<file path="config.mk">
export PLATFORM = sky130hd
export DESIGN_NAME = selftrigger_readout_arbiter
export DESIGN_NICKNAME = d
export VERILOG_FILES = /design/src/rtl/selftrigger_readout_arbiter.sv
export SDC_FILE = /design/constraint.sdc
export NUM_CORES = 1
export LEC_CHECK = 0
export BUFFER_PORTS_ARGS = -buffer_cell sky130_fd_sc_hd__buf_4
export CORE_MARGIN = 2
export CORE_UTILIZATION = 45
export DETAILED_ROUTE_END_ITERATION = 16
export PLACE_DENSITY = 0.61
export SETUP_SLACK_MARGIN = 0.4
export SLEW_MARGIN = 10
export SYNTH_ARGS = -nofsm -noshare
export SYNTH_HDL_FRONTEND = slang
export SYNTH_SLANG_ARGS = --single-unit
</file>
<file path="constraint.sdc">
create_clock -name clk_i -period 3.95 [get_ports clk_i]
set_input_delay 0.79 -clock clk_i [delete_from_list [all_inputs] [get_ports clk_i]]
set_output_delay 0.79 -clock clk_i [all_outputs]
set_load 0.02 [all_outputs]
</file>
<file path="src/rtl/selftrigger_readout_arbiter.sv">
// Round-robin readout arbiter for NCH self-trigger channels: captures a timestamp per
// accepted trigger, serialises records over valid/ready, applies per-channel hold-off.
module selftrigger_readout_arbiter #(
    parameter int NCH  = 8,
    parameter int CH_W = $clog2(NCH),
    parameter int TS_W = 64,
    parameter int HO_W = 12,
    parameter int DC_W = 16
) (
    input  logic            clk_i,
    input  logic            rst_n_i,
    input  logic            enable_i,
    input  logic [NCH-1:0]  ch_mask_i,
    input  logic [HO_W-1:0] holdoff_i,
    input  logic [TS_W-1:0] timestamp_i,
    input  logic [NCH-1:0]  trig_i,
    output logic            rec_valid_o,
    input  logic            rec_ready_i,
    output logic [CH_W-1:0] rec_channel_o,
    output logic [TS_W-1:0] rec_timestamp_o,
    output logic [NCH-1:0]  busy_o,
    output logic [DC_W-1:0] drop_count_o
);

    typedef enum logic [1:0] {
        ST_IDLE    = 2'd0,
        ST_PENDING = 2'd1,
        ST_HOLDOFF = 2'd2
    } ch_state_e;

    ch_state_e       state_q [NCH];
    logic [TS_W-1:0] ts_q    [NCH];
    logic [HO_W-1:0] cnt_q   [NCH];
    logic [CH_W-1:0] last_grant_q;
    logic            rec_valid_q;
    logic [CH_W-1:0] rec_channel_q;
    logic [TS_W-1:0] rec_ts_q;
    logic [DC_W-1:0] drop_q;

    logic [NCH-1:0]  pending;
    logic [NCH-1:0]  accept_vec;
    logic [NCH-1:0]  drop_vec;
    logic            gnt_valid_d;
    logic [CH_W-1:0] gnt_idx_d;
    logic            slot_free;
    logic [DC_W:0]   n_drops;
    logic [DC_W:0]   drop_sum;
    logic [DC_W-1:0] drop_d;

    always_comb begin
        for (int i = 0; i < NCH; i++) begin
            pending[i]    = (state_q[i] == ST_PENDING);
            busy_o[i]     = (state_q[i] != ST_IDLE);
            accept_vec[i] = trig_i[i] & ch_mask_i[i] & enable_i & (state_q[i] == ST_IDLE);
            drop_vec[i]   = trig_i[i] & ch_mask_i[i] & enable_i & (state_q[i] != ST_IDLE);
        end
    end

    // Search starts one past the last grant and wraps, so channel last_grant is checked last.
    always_comb begin
        gnt_valid_d = 1'b0;
        gnt_idx_d   = '0;
        for (int k = 1; k <= NCH; k++) begin
            if (!gnt_valid_d && pending[(int'(last_grant_q) + k) % NCH]) begin
                gnt_valid_d = 1'b1;
                gnt_idx_d   = CH_W'((int'(last_grant_q) + k) % NCH);
            end
        end
    end

    assign slot_free = !rec_valid_q || rec_ready_i;

    always_comb begin
        n_drops = '0;
        for (int i = 0; i < NCH; i++) begin
            n_drops = n_drops + (DC_W+1)'(drop_vec[i]);
        end
        drop_sum = {1'b0, drop_q} + n_drops;
        drop_d   = drop_sum[DC_W] ? '1 : drop_sum[DC_W-1:0];
    end

    always_ff @(posedge clk_i or negedge rst_n_i) begin
        if (!rst_n_i) begin
            for (int i = 0; i < NCH; i++) begin
                state_q[i] <= ST_IDLE;
                ts_q[i]    <= '0;
                cnt_q[i]   <= '0;
            end
            last_grant_q  <= CH_W'(NCH - 1);
            rec_valid_q   <= 1'b0;
            rec_channel_q <= '0;
            rec_ts_q      <= '0;
            drop_q        <= '0;
        end else begin
            for (int i = 0; i < NCH; i++) begin
                case (state_q[i])
                    ST_IDLE: begin
                        if (accept_vec[i]) begin
                            state_q[i] <= ST_PENDING;
                            ts_q[i]    <= timestamp_i;
                        end
                    end
                    ST_PENDING: begin
                        if (slot_free && gnt_valid_d && (gnt_idx_d == CH_W'(i))) begin
                            state_q[i] <= ST_HOLDOFF;
                            cnt_q[i]   <= holdoff_i;
                        end
                    end
                    ST_HOLDOFF: begin
                        if (cnt_q[i] == '0) begin
                            state_q[i] <= ST_IDLE;
                        end else begin
                            cnt_q[i] <= cnt_q[i] - 1'b1;
                        end
                    end
                    default: state_q[i] <= ST_IDLE;
                endcase
            end

            if (slot_free) begin
                if (gnt_valid_d) begin
                    rec_valid_q   <= 1'b1;
                    rec_channel_q <= gnt_idx_d;
                    rec_ts_q      <= ts_q[gnt_idx_d];
                    last_grant_q  <= gnt_idx_d;
                end else begin
                    rec_valid_q <= 1'b0;
                end
            end

            drop_q <= drop_d;
        end
    end

    assign rec_valid_o     = rec_valid_q;
    assign rec_channel_o   = rec_channel_q;
    assign rec_timestamp_o = rec_ts_q;
    assign drop_count_o    = drop_q;

endmodule

</file>
Word-level counts from Yosys, hierarchy flattened
Cells that the tools add are included.

Add/subtract/negate cells: 24. $lt $le $gt $ge: 9. Equal/unequal tests: 55. Multiplexer cells: 101. Bitwise logic cells: 41. Reductions and logical operators: 91.

Operators with widths (count): $bmux W64 S3 (1); $mux W12 (16); $pmux W12 S2 (8); $mux W64 (2); $logic_not A12 Y1 (8); $sub A12 B1 Y12 const B (8); $mux W2 (24); $ne A2 B2 Y1 const B (24); $pmux W2 S3 (8); $reduce_and A3 Y1 (16); $lt A4 B5 Y1 const B (8); $and A1 B1 Y1 (32); $reduce_bool A2 Y1 (16); $mux W1 (25); $bmux W1 S3 (8); $mux W3 (8); $reduce_or A3 Y1 (8); $reduce_and A2 Y1 (9); $add A16 B8 Y17 (1); $eq A2 B1 Y1 const B (8); $eq A2 B2 Y1 const B (8); $logic_and A1 B1 Y1 (16); $logic_not A2 Y1 (8); $mux W16 (1); other kinds (20) (50).

Register bits after elaboration: 711. Bits of input ports: 96. Logic and storage cells: 350.

Longest topological paths before layout
Depth in word-level cells: 32. Depth in mapped cells: 18. Mapped depth without buffers: 16.

Worst setup path before layout
OpenSTA, ideal clock, no wires.

Path type: in2reg. Start point: input enable_i. End point: register drop_q[10], in the netlist drop_count_o[10]. Setup time: 0.134 ns. Arrival time: 4.694 ns. Required time: 3.816 ns. Path slack: -0.878 ns. Stages: 15. Path buffers: 2. Cells stage by stage: clkbuf_1 nand3_1 nor2_1 fa_1 inv_1 fa_1 inv_1 fa_1 fa_1 fa_1 a21o_1 a21oi_1 or3_1 clkbuf_1 nand2_1.

Longest elaborated chain between the ends: 11. Elaborated cells on any way between the ends: 25.

Ends and longest elaborated chain: start: declaration (line 12) `input logic enable_i,`; $and A1 B1 Y1 (2 in series) (line 55) `drop_vec[i] = trig_i[i] & ch_mask_i[i] & enable_i & (state_q[i] != ST_IDLE);`; $add A1 B1 Y2 (line 76) `n_drops = n_drops + (DC_W+1)'(drop_vec[i]);`; $add A2 B1 Y3 (line 76); $add A3 B1 Y4 (line 76); $add A4 B1 Y5 (line 76); $add A5 B1 Y6 (line 76); $add A6 B1 Y7 (line 76); $add A7 B1 Y8 (*) (line 76); $add A16 B8 Y17 (*) (line 78) `drop_sum = {1'b0, drop_q} + n_drops;`; $mux W16 (*) (line 79) `drop_d = drop_sum[DC_W] ? '1 : drop_sum[DC_W-1:0];`; via drop_d[10] (line 48) `logic [DC_W-1:0] drop_d;`; end signal: assignment (line 131) `drop_q <= drop_d;`; end: declaration (line 38) `logic [DC_W-1:0] drop_q;`.

The timed path passes the listed nets; every way through them passes the cells marked *. A chain may end at the register's enable or synchronous reset.

Worst setup path after layout
Start point: register last_grant_q[0]. End point: register cnt_q[55] in the netlist's numbering.

Longest elaborated chain between the ends: 30. Elaborated cells on any way between the ends: 67.

Ends and longest elaborated chain: start: declaration (line 34) `logic [CH_W-1:0] last_grant_q;`; start signal: assignment (line 89) `last_grant_q <= CH_W'(NCH - 1);`; start signal: assignment (line 125) `last_grant_q <= gnt_idx_d;`; $add A3 B1 Y3 (line 64, 66); $bmux W1 S3 (line 64) `if (!gnt_valid_d && pending[(int'(last_grant_q) + k) % NCH]) begin`; $mux W1 (implied by the code) (2 in series) (line 64); $mux W1 (line 64); $logic_not A1 Y1 (line 64); $logic_and A1 B1 Y1 (line 64); $mux W1 (line 64); $logic_not A1 Y1 (line 64); [13 not listed]; $mux W1 (line 64); $logic_not A1 Y1 (line 64); $logic_and A1 B1 Y1 (line 64); $mux W3 / $mux W1 (equally long branches) (line 64); $eq A3 B2 Y1 / $logic_and A1 B1 Y1 (equally long branches) (line 104) `if (slot_free && gnt_valid_d && (gnt_idx_d == CH_W'(i))) begin`; $logic_and A1 B1 Y1 (*) (line 104); $ne A2 B1 Y1 (no source line) (*); $reduce_and A3 Y1 (no source line) (*); end signal: indexed assignment (line 106) `cnt_q[i] <= holdoff_i;`; end signal: indexed assignment (line 113) `cnt_q[i] <= cnt_q[i] - 1'b1;`; end: declaration (line 33) `logic [HO_W-1:0] cnt_q [NCH];`.

Every way passes the cells marked *; elsewhere a longest branch is shown, timed or not. The select of a mux whose other input is x is not followed.

==> reports/metrics.cfg <==
[synthesis]
syn-instance-count = 2961
netlist_area_um2 = 34000
post-synth-top-area-fraction_pct = 52.2
warning_count_from_the_yosys_run = 0
synth_area_leader_cell = sky130_fd_sc_hd__dfrtp_1
leading_register_cell_type_out_of_synthesis = sky130_fd_sc_hd__dfrtp_1
synth.cells.most_frequent = 708 x sky130_fd_sc_hd__dfrtp_1, 522 x sky130_fd_sc_hd__mux2_2, 352 x sky130_fd_sc_hd__nand2_1
synth-edff-count = 0
synth.ff_latch_count = 711
netlist-cell-type-count = 78
syn-mean-instance-area_um2 = 11.5
synth_seq_area_share_pct = 52.4
synth_most_common_cell = sky130_fd_sc_hd__dfrtp_1
synthesis.nets = 3078
asyncSetResetFlopFracSynth_pct = 100
netlist_top_cells_area = sky130_fd_sc_hd__dfrtp_1 52%, sky130_fd_sc_hd__mux2_2 17%, sky130_fd_sc_hd__nand2_1 3.9%

[timing]
timing.fmax_mhz = 253
unrepaired_setup_endpoints_after_global_routing = yes
setup_total_negative_slack_ns = -0.00469
worst_slew_pin_slew_ns = 0.962
clock-skew-final_ns = 0.0265
fin_ws_ns = -0.00469
fin_crit_sh_pct = 100
period_needed_ns = 3.95
timing_hold_violations_final = 0
timing.slew.headroom_pct = 35.9
timing.final.max_slew_violations = 0
timing.final.setup_violations = 1
smallest_hold_slack_ns = 0.140

[floorplanning]
io-pin-count = 188
die-height_um = 279
core_area_um2 = 74600
die_area_um2 = 77700
start_util_pct = 45.5
chipWidth_um = 279
floorplan.rows = 100

[detailed_routing]
drt-pass1-iter-count = 5
post_route_drc = 0
route.vias.total = 26974
route.antenna.remaining_nets = 0
via_per_inst = 6.10
drt_first_iter_violations = 2009
wl_um = 114000
routedWlPerCell_um = 25.8

[setup_path]
reg2reg_setup_slack_ns = -0.005
startpoint = last_grant_q[0]$_DFFE_PN1P_
critical_path_capture_point_type = register
timing.critical_path.from_type = register
worst-path-max-fanout = 7
regToRegStartpoint = last_grant_q[0]$_DFFE_PN1P_
required_ns = 4.46
critPathKind = register to register
worstRegToRegCells = 19
crit-reg2reg-capture = cnt_q[55]$_DFFE_PN0P_
worstPathArrival_ns = 4.47

[place]
globalplace.congestion = 0.844
dp_hpwl_um = 59700
port_buffers = 187
placed_cells = 4032

[clock_network]
insertion_delay_ns = 0.64
clock_tree.buffer_depth = 3
htree_num_levels = 3
cts_sinks = 711
cts_buffers = 80
cts_tree = built
clockRootBuffer = sky130_fd_sc_hd__clkbuf_16
clock_transition_time_at_the_flip_flop_clock_pins_of_the_worst_setup_and_hold_paths_ns = 0.06

[final_layout]
nNetsFinal = 3509
layout.cells.non_filler = 4425
area_growth_syn_to_layout_pct = 36.0
fraction_of_final_layout_cells_with_drive_strength_greater_than_1_pct = 46.8

[global_route]
antenna_violations_before_repair = 7
grt_overflow = 0
global_route_wire_length_before_repair_um = 169000
gr-usage-all-layers_pct = 28.4
grt_start_max_net_pins = 105
via_count_of_the_first_global_routing_pass = 27779

[worst_hold_path]
hp-class = input port to async pin

[run_status]
failed_checks = negative setup slack
outcome = complete, but fails checks

[flow_run]
max-cap-violations = 0

[worst max path at each step]
stage | endpoint | cells after the start | slack, ns
CTS | drop_count_o[14]$_DFF_PN0_ | 15 | 0.14
detailed placement | drop_count_o[14]$_DFF_PN0_ | 16 | -0.40
global route | rec_timestamp_o[3]$_DFFE_PN0P_ | 18 | -0.08
finish | cnt_q[55]$_DFFE_PN0P_ | 19 | -0.005
global placement | drop_count_o[8]$_DFF_PN0_ | 15 | -0.41
floorplan | drop_count_o[8]$_DFF_PN0_ | 15 | -0.22
[cell families (layout without fill, tap and decap cells)]
family / after synthesis / in the layout / synth area share (%)
compound gates: 615 / 615 / 12.3
xor+xnor: 17 / 17 / 0.439
fa+ha+maj: 21 / 21 / 0.884
buf+inv: 243 / 733 / 3.13
flops: 711 / 711 / 52.4
mux: 628 / 628 / 20.7
other cells: 0 / 4 / 0
simple gates: 726 / 727 / 10.1
[metal layers]
layer,track usage (%),wire length (um),vias up
met5,0,49,-
met4,12.0,5130,8
met3,4.32,6730,268
met2,47.1,55700,902
met1,37.2,46700,14033
li1,-,-,11763
[registers in the layout, indices dropped and copies added, names as in the netlist]
register	cells
cnt_q	96
drop_count_o	16
last_grant_q	3
rec_channel_o	3
rec_timestamp_o	64
rec_valid_o	1
state_q	16
ts_q	512
[stage by stage]
step	area, um^2	util (%)	worst slack, ns
after CTS	44200	59.3	0.136
after global routing	46200	61.9	-0.0769
after floorplan	34100	-	-0.216
final	46200	61.9	-0.00469
after global placement	37200	49.8	-0.408
after detailed placement	37200	49.8	-0.397
[layout by cell type, fill, tap and decap left out, drive strengths merged, types with 7 or more instances in the layout]
| cell type | count |
|---|---|
| dfrtp | 708 |
| buf | 543 |
| mux2 | 524 |
| nand2 | 352 |
| a21oi | 191 |
| clkbuf | 134 |
| o21ai | 99 |
| mux2i | 98 |
| nor2 | 96 |
| a32oi | 65 |
| nand3 | 51 |
| a211oi | 46 |
| a31oi | 45 |
| o221a | 44 |
| and3 | 44 |
| nand2b | 41 |
| inv | 38 |
| nor3 | 30 |
| or3 | 26 |
| a221oi | 24 |
| o31a | 23 |
| o22ai | 21 |
| nor2b | 20 |
| clkinv | 17 |
| ha | 16 |
| o211ai | 15 |
| xnor2 | 12 |
| or4 | 12 |
| nand4 | 11 |
| nor4 | 10 |
| nand3b | 9 |
| a21o | 7 |
[repair_timing]
item,4_1_cts,5_1_grt
setup endpoints to repair,184,194
gates resized for setup,380,309
gates cloned,63,14
endpoints found under the hold margin,0,0
buffers inserted,137,33
pin swaps,111,126
hold buffers,0,0
[cell type report]
class	instances	area, um^2
flip-flops and latches	711	17800
repair buffers	552	7090
inverters	35	153
well taps	969	1210
diodes	4	10.0
fillers	5631	28400
multi-input cells	2008	17300
clock inverters	17	146
clock buffers	125	2450
repair inverters	4	47.5
[worst max-delay path, cell delays in order (launching register included)]
cell and delay [ns]:
sky130_fd_sc_hd__dfstp_2 0.64, sky130_fd_sc_hd__buf_12 0.16, sky130_fd_sc_hd__buf_8 0.10, sky130_fd_sc_hd__nor4b_4 0.04
sky130_fd_sc_hd__or4_4 0.53, sky130_fd_sc_hd__mux2_4 0.34, sky130_fd_sc_hd__nor2b_4 0.20, sky130_fd_sc_hd__and4b_1 0.28
sky130_fd_sc_hd__buf_6 0.14, sky130_fd_sc_hd__a32oi_4 0.05, sky130_fd_sc_hd__buf_12 0.18, sky130_fd_sc_hd__buf_12 0.12
sky130_fd_sc_hd__buf_6 0.11, sky130_fd_sc_hd__buf_16 0.14, sky130_fd_sc_hd__buf_8 0.13, sky130_fd_sc_hd__a21o_4 0.22
sky130_fd_sc_hd__buf_6 0.12, sky130_fd_sc_hd__buf_12 0.13, sky130_fd_sc_hd__a21oi_2 0.13, sky130_fd_sc_hd__a21oi_1 0.06
Power is not shown: default switching activity piles up to over one toggle a cycle in this logic, so the estimate is an artifact.
